## src/rtl/riscv_pkg.sv

```systemverilog
// Shared writeback types: request payload and source id for the round-robin pointer.
package riscv_pkg;

  localparam int WB_DATA_W = 32;
  localparam int WB_ADDR_W = 5;
  localparam int WB_NUM_SRC = 2;

  typedef struct packed {
    logic [WB_ADDR_W-1:0] addr;
    logic [WB_DATA_W-1:0] data;
  } wb_req_t;

  typedef enum logic {
    WB_SRC_ALU = 1'b0,
    WB_SRC_LSU = 1'b1
  } wb_src_e;

endpackage

```

## src/rtl/wb_fifo.sv

```systemverilog
// Small synchronous FIFO of writeback requests; push/pop are ignored when full/empty.
module wb_fifo
  import riscv_pkg::*;
#(
  parameter int  DEPTH   = 2,
  parameter type entry_t = wb_req_t
) (
  input  logic   clk_i,
  input  logic   rst_ni,
  input  logic   push_i,
  input  entry_t push_data_i,
  input  logic   pop_i,
  output entry_t pop_data_o,
  output logic   full_o,
  output logic   empty_o
);

  localparam int PW = $clog2(DEPTH);

  // One extra pointer bit distinguishes full from empty.
  logic [PW:0] wr_ptr, rd_ptr;
  entry_t      mem [DEPTH];
  logic        do_push, do_pop;

  assign empty_o    = (wr_ptr == rd_ptr);
  assign full_o     = (wr_ptr[PW] != rd_ptr[PW]) && (wr_ptr[PW-1:0] == rd_ptr[PW-1:0]);
  assign do_push    = push_i && !full_o;
  assign do_pop     = pop_i && !empty_o;
  assign pop_data_o = mem[rd_ptr[PW-1:0]];

  always_ff @(posedge clk_i or negedge rst_ni) begin
    if (!rst_ni) begin
      wr_ptr <= '0;
      rd_ptr <= '0;
    end else begin
      if (do_push) wr_ptr <= wr_ptr + 1'b1;
      if (do_pop)  rd_ptr <= rd_ptr + 1'b1;
    end
  end

  always_ff @(posedge clk_i) begin
    if (do_push) mem[wr_ptr[PW-1:0]] <= push_data_i;
  end

endmodule

```

## src/rtl/regfile_wb_arbiter.sv

```systemverilog
// Round-robin writeback arbiter (ALU/LSU) driving the register-file write port.
// Optional WB_STATS_EN adds write / x0-drop / stall counters.
module regfile_wb_arbiter
  import riscv_pkg::*;
#(
  parameter int DATA_WIDTH = WB_DATA_W,
  parameter int ADDR_WIDTH = WB_ADDR_W,
  parameter int FIFO_DEPTH = 2
) (
  input  logic                  clk_i,
  input  logic                  rst_ni,
  input  logic                  alu_valid_i,
  output logic                  alu_ready_o,
  input  logic [ADDR_WIDTH-1:0] alu_rd_i,
  input  logic [DATA_WIDTH-1:0] alu_data_i,
  input  logic                  lsu_valid_i,
  output logic                  lsu_ready_o,
  input  logic [ADDR_WIDTH-1:0] lsu_rd_i,
  input  logic [DATA_WIDTH-1:0] lsu_data_i,
  output logic                  wr_enable_o,
  output logic [ADDR_WIDTH-1:0] wr_addr_o,
  output logic [DATA_WIDTH-1:0] wr_data_o,
  output logic                  busy_o
`ifdef WB_STATS_EN
  ,
  output logic [31:0]           stat_writes_o,
  output logic [31:0]           stat_x0_drops_o,
  output logic [31:0]           stat_stall_cycles_o
`endif
);

  typedef struct packed {
    logic [ADDR_WIDTH-1:0] addr;
    logic [DATA_WIDTH-1:0] data;
  } req_t;

  logic [WB_NUM_SRC-1:0] src_valid, src_ready, pop, full, empty;
  req_t [WB_NUM_SRC-1:0] src_req, head;

  assign src_valid = {lsu_valid_i, alu_valid_i};
  assign src_req   = {req_t'{addr: lsu_rd_i, data: lsu_data_i},
                      req_t'{addr: alu_rd_i, data: alu_data_i}};
  assign src_ready = ~full;
  assign alu_ready_o = src_ready[WB_SRC_ALU];
  assign lsu_ready_o = src_ready[WB_SRC_LSU];

  for (genvar s = 0; s < WB_NUM_SRC; s++) begin : g_src
    wb_fifo #(
      .DEPTH   (FIFO_DEPTH),
      .entry_t (req_t)
    ) u_fifo (
      .clk_i       (clk_i),
      .rst_ni      (rst_ni),
      .push_i      (src_valid[s]),
      .push_data_i (src_req[s]),
      .pop_i       (pop[s]),
      .pop_data_o  (head[s]),
      .full_o      (full[s]),
      .empty_o     (empty[s])
    );
  end

  wb_src_e last_grant, grant;
  logic    do_pop;
  req_t    sel;

  // On contention, the source that did not win last time goes first.
  always_comb begin
    grant  = WB_SRC_ALU;
    do_pop = 1'b0;
    if (!empty[WB_SRC_ALU] && !empty[WB_SRC_LSU]) begin
      do_pop = 1'b1;
      grant  = (last_grant == WB_SRC_LSU) ? WB_SRC_ALU : WB_SRC_LSU;
    end else if (!empty[WB_SRC_ALU]) begin
      do_pop = 1'b1;
      grant  = WB_SRC_ALU;
    end else if (!empty[WB_SRC_LSU]) begin
      do_pop = 1'b1;
      grant  = WB_SRC_LSU;
    end
    pop = '0;
    if (do_pop) pop[grant] = 1'b1;
    sel = head[grant];
  end

  always_ff @(posedge clk_i or negedge rst_ni) begin
    if (!rst_ni) begin
      wr_enable_o <= 1'b0;
      wr_addr_o   <= '0;
      wr_data_o   <= '0;
      last_grant  <= WB_SRC_LSU;
    end else begin
      // x0 entries still take the slot and advance the pointer, but never strobe.
      wr_enable_o <= do_pop && (sel.addr != '0);
      if (do_pop) begin
        wr_addr_o  <= sel.addr;
        wr_data_o  <= sel.data;
        last_grant <= grant;
      end
    end
  end

  assign busy_o = !empty[WB_SRC_ALU] || !empty[WB_SRC_LSU] || wr_enable_o;

`ifdef WB_STATS_EN
  always_ff @(posedge clk_i or negedge rst_ni) begin
    if (!rst_ni) begin
      stat_writes_o       <= '0;
      stat_x0_drops_o     <= '0;
      stat_stall_cycles_o <= '0;
    end else begin
      if (do_pop && (sel.addr != '0)) stat_writes_o   <= stat_writes_o + 32'd1;
      if (do_pop && (sel.addr == '0)) stat_x0_drops_o <= stat_x0_drops_o + 32'd1;
      if (|(src_valid & ~src_ready))  stat_stall_cycles_o <= stat_stall_cycles_o + 32'd1;
    end
  end
`endif

endmodule
```

## config.mk

```make
export PLATFORM = sky130hd
export DESIGN_NAME = regfile_wb_arbiter
export DESIGN_NICKNAME = d
export VERILOG_FILES = /design/src/rtl/riscv_pkg.sv /design/src/rtl/wb_fifo.sv /design/src/rtl/regfile_wb_arbiter.sv
export SDC_FILE = /design/constraint.sdc
export NUM_CORES = 1
export LEC_CHECK = 0
export CORE_UTILIZATION = 50
export CTS_CLUSTER_DIAMETER = 120
export CTS_CLUSTER_SIZE = 24
export DETAILED_ROUTE_END_ITERATION = 7
export PLACE_DENSITY_LB_ADDON = 0.2
export REMOVE_ABC_BUFFERS = 1
export SETUP_SLACK_MARGIN = 0.15
export SYNTH_ARGS = -nofsm -noshare
export SYNTH_HDL_FRONTEND = slang
export SYNTH_HIERARCHICAL = 1
export SYNTH_SLANG_ARGS = --single-unit
```

## constraint.sdc

```tcl
create_clock -name clk_i -period 4.1 [get_ports clk_i]
set_clock_uncertainty 0.1 [all_clocks]
set_input_delay 1.23 -clock clk_i [delete_from_list [all_inputs] [get_ports clk_i]]
set_output_delay 1.23 -clock clk_i [all_outputs]
set_load 0.005 [all_outputs]
```

==> impl_metrics.ini, run 1 <==
[cts]
cts_tree = done
cts_max_path_buffers = 2
cts_max_level = 4
ctsHoldBuffers = 0
cts_resized = 0
clockRootBuffer = clkbuf_16
clk_pin_slew_ns = 0.07
cts_setup_buffers = 0
clkSinkCount = 195
cts_buffers = 17
clk-insertion-delay-late_ns = 0.43

[floorplan]
io_pins = 119
die_h_um = 126.4
initial_core_util_pct = 51.09
coreArea_um2 = 15150
core.rowCount = 45
die_area_um2 = 15980
die_w_um = 126.4

[worst_setup_path]
critPathCaptureType = primary output
critPathArrivalTime_ns = 1.93
startpoint_type = register
cp.required_ns = 2.77
crit_fanout = 5
critPathKind = register to primary output

[synthesis]
synthTopCellsByArea = edfxtp_1, dfrtp_1, mux2_2, mux2_1, a221o_1
synth_top_area_share_pct = 57.43
ys_ff_latch = 195
synth_most_common_cell = edfxtp_1
synth-edff-count = 148
netlist_top_cells_count = edfxtp_1, dfrtp_1, mux2_2
synth-async-reset-ratio_pct = 24.10
netlist_area_um2 = 7739
synth.distinct_cells = 35
synth_cells = 433
syn_area_per_cell_um2 = 17.87
yosysWarningCount = 6
ys.flop_type = edfxtp_1
yosys.area.top_type = edfxtp_1
ys_seq_area_share_pct = 72.64

[sta]
worst_pin_slew_ns = 0.9875
setup_ws_ns = 0.8394
setup_tns_ns = 0
holdWs_ns = 0.4308
finalCritPeriodShare_pct = 79.53
fmax_mhz = 306.7
slew_headroom_pct = 34.17
hold_violations = 0
finalSetupViolations = 0
rsz0062_at_grt = no
period_needed_ns = 3.261
drv_slew = 0

[placement]
dp_hpwl_um = 9513
place_area_um2 = 9039
place.gp.congestion = 0.7490
pre_cts_ws_ns = 0.8282
dp_cells = 722
portBuffers = 118

[global_route]
grt_usage_pct = 21.80
grt_pass1_wl_um = 25660
busiest_layer = met2
use_met2_pct = 33.77
first_global_vias = 4455
antenna_found_initial = 0
grt_max_degree = 44
grt_remaining_overflow = 0
met1_usage_pct = 31.01
gr-usage-met3_pct = 4.007

[detailed_routing]
ant_nets = 0
routed_wl_um = 16220
firstDrtPassIters = 7
num_vias = 4286
route.detailed.drc = 2
via_per_inst = 5.684
drtIter0Drc = 381
wire_per_inst_um = 21.51

[layout]
fin_area_um2 = 9686
syn2layout_area_growth_pct = 25.16
drive_gt1_share_pct = 20.14
stdcell_count = 754
n_antenna_cell = 0
fin_util_pct = 63.95
fin_nets = 631

[power]
leakage_nw = 3.536
peakVddDrop_mv = 0.7523
power.total_mw = 8.269
p_per_area_nw_per_um2 = 853.8

[status]
outcome = finished with violations
violations = design-rule violations

[run]
maxCapViolations = 0

[hold_path]
hp-class = register to register
-- final cells by class --
type | count | area [um^2]
clock inverter | 14 | 207.7
tap | 188 | 235.2
multi-input combinational | 208 | 1914
inverter | 3 | 13.76
fill | 1041 | 5460
timing repair buffer | 128 | 1251
sequential | 195 | 5624
clock buffer | 18 | 439.2
-- final timing paths --
path | from | end | slack, ns | cells past startpoint
min in group asynchronous | rst_ni | wr_data_o[5] | 0.71 | 1
max in group asynchronous | rst_ni | last_grant | 2.33 | 2
min | last_grant | last_grant | 0.43 | 2
max reg2reg | g_src[0].u_fifo/rd_ptr[1] | g_src[0].u_fifo/rd_ptr[0] | 1.33 | 6
max | g_src[1].u_fifo/rd_ptr[1] | busy_o | 0.84 | 4
min reg2reg | last_grant | last_grant | 0.43 | 2
-- sequential cells by signal, indices dropped and copies added (netlist names) --
signal and count:
g_src.u_fifo/mem 148, g_src.u_fifo/rd_ptr 4, wr_enable_o 1, wr_addr_o 5, g_src.u_fifo/wr_ptr 4, last_grant 1
wr_data_o 32
-- cell usage in the layout, fill, tap and decap left out, types with 3 or more instances in the layout --
cell type / synthesis / layout
mux2i_1: 7 / 7
o21ai_1: 6 / 6
dfrtp_1: 46 / 44
and3_1: 32 / 32
buf_4: 1 / 10
clkinv_2: 0 / 4
clkdlybuf4s50_1: 0 / 117
mux2_2: 46 / 46
bufinv_16: 0 / 5
clkbuf_16: 0 / 17
nand2_1: 10 / 10
o21ai_0: 3 / 3
mux2_1: 30 / 30
a221o_1: 32 / 32
nor2_1: 7 / 5
a21oi_1: 6 / 4
edfxtp_1: 148 / 148
o221a_2: 5 / 5
-- worst max-delay path, cell delays in order, from the launching register on --
cell and delay [ns]:
dfrtp_1 0.45, xor2_2 0.37, nor2_4 0.07, nand3b_1 0.09
clkdlybuf4s50_1 0.51
-- layer usage --
metal,vias up,part of all wire (%)
met5,-,0
met4,0,1.7
met3,21,4.7
met2,133,48
met1,2195,46
li1,1937,-
-- where the power goes --
group / switching, mW / internal (mW)
clock network: 0.715 / 1.10
registers: 0.292 / 2.88
logic: 1.76 / 1.53
total: 2.77 / 5.50
-- cells by family after synthesis --
kind of cell / count (synthesis) / share of synthesized area, %
flops: 195 / 72.64
xor+xnor: 6 / 0.8731
buf+inv: 30 / 3.266
mux: 83 / 11.96
compound gates: 59 / 6.548
simple gates: 60 / 4.705
No activity file was read; power rests on OpenSTA's default activity.
==> inputs of run 2 (changes only) <==
Clock period 4.1 ns to 3.4 ns, I/O delays scaled along.
==> run 2 against run 1 <==
Compared with the run above:
- via count increased by 2.1%
- wire length shrank 0.21%
- the flow now finishes without violations
- final area grew 0.57%
- sequential power rose by 20%
- count of clock-buffer cells in the layout rose by 5
- sequential share of layout area fell by 0.33 points
==> impl_metrics.ini, run 2 (synthesis gave the netlist of run 1 again) <==
[status]
outcome = finished clean

[floorplan]
die_w_um = 126.4
core.rowCount = 45
initial_core_util_pct = 51.09
die_area_um2 = 15980
io_pins = 119
coreArea_um2 = 15150
die_h_um = 126.4

[placement]
dp_hpwl_um = 9562
portBuffers = 118
dp_cells = 724
place.gp.congestion = 0.7769
pre_cts_ws_ns = 0.7052

[global_route]
grt_usage_pct = 21.54
antenna_found_initial = 0
grt_max_degree = 44
first_global_vias = 4512
grt_remaining_overflow = 0
grt_pass1_wl_um = 25100

[layout]
drive_gt1_share_pct = 20.07
stdcell_count = 756
final_common_cell = edfxtp_1
n_antenna_cell = 0
largest_register_ffs = 148
syn2layout_area_growth_pct = 25.87
fin_nets = 633
fin_util_pct = 64.31
final_cell_mix = edfxtp_1, clkdlybuf4s50_1, mux2_2, dfrtp_1

[cts]
cts_max_level = 4
cts_max_path_buffers = 2
clk_pin_slew_ns = 0.06
cts_tree = done
clockRootBuffer = clkbuf_16
cts_setup_buffers = 0
cts_buffers = 17
clkSinkCount = 195
ctsHoldBuffers = 0
cts_resized = 0
clk-insertion-delay-late_ns = 0.43

[worst_setup_path]
cp.required_ns = 2.28
crit_fanout = 5
crit_start = g_src[0].u_fifo/rd_ptr[1]
reg2reg_setup_slack_ns = 0.74
rr_startpoint = g_src[0].u_fifo/rd_ptr[1]
critPathArrivalTime_ns = 1.94
startpoint_type = register
critPathCaptureType = primary output
critPathKind = register to primary output

[sta]
worst_pin_slew_ns = 0.7907
finalSetupViolations = 0
hold_violations = 0
rsz0062_at_grt = no
setup_tns_ns = 0
fmax_mhz = 326.8
period_needed_ns = 3.060
setup_ws_ns = 0.3402
finalCritPeriodShare_pct = 89.99
slew_headroom_pct = 47.29
drv_slew = 0

[detailed_routing]
wire_per_inst_um = 21.41
ant_nets = 0
firstDrtPassIters = 4
drtIter0Drc = 315
route.detailed.drc = 0
routed_wl_um = 16190
num_vias = 4378
via_per_inst = 5.791

[power]
peakVddDrop_mv = 0.5260
p_per_area_nw_per_um2 = 1032
leakage_nw = 3.552

[hold_path]
min-delay-start = last_grant
hp-class = register to register

[run]
maxCapViolations = 0
[run 2: power by group]
| part | internal (mW) | total (mW) | switching (mW) | leakage, nW |
|---|---|---|---|---|
| Sequential | 3.46 | 3.81 | 0.342 | 1.93 |
| Combinational | 1.89 | 4.04 | 2.14 | 1.31 |
| Clock | 1.38 | 2.21 | 0.827 | 0.317 |
| Total | 6.74 | 10.1 | 3.31 | 3.55 |
[run 2: worst paths after layout]
path / end / cells past startpoint
max: busy_o / 4
min: last_grant / 2
max reg2reg: g_src[1].u_fifo/rd_ptr[0] / 8
min reg2reg: last_grant / 2
max in group asynchronous: wr_data_o[8] / 2
min in group asynchronous: wr_data_o[16] / 1
[run 2: final cells by class]
class,instances,area (um^2)
repair buffers,130,1291
clock buffers,23,488.0
well taps,188,235.2
flip-flops and latches,195,5624
multi-input cells,208,1914
clock inverters,9,173.9
fillers,1097,5405
inverters,3,13.76
[run 2: critical path: stages, from the launching register on]
cell             delay [ns]
dfrtp_1                0.47
xor2_2                 0.38
nor2_4                 0.08
nand3b_1               0.09
clkdlybuf4s50_1        0.49
[run 2: layer usage]
metal	wire length (um)	track usage [%]	vias up
met1	7215	28.78	2278
met4	239	8.859	0
li1	-	-	1937
met3	929	4.597	17
met2	7802	34.58	146
met5	0	0	-
[run 2: through the flow]
| stage | area, um^2 | power (mW) | hold slack [ns] |
|---|---|---|---|
| final | 9741 | 10.05 | 0.4454 |
| after global routing | 9741 | 10.55 | 0.4632 |
| after CTS | 9741 | 10.14 | 0.4447 |
| after global placement | 9079 | 7.765 | 0.4134 |
| after detailed placement | 9079 | 7.925 | 0.4311 |
| after floorplan | 7500 | 6.135 | 0.3992 |
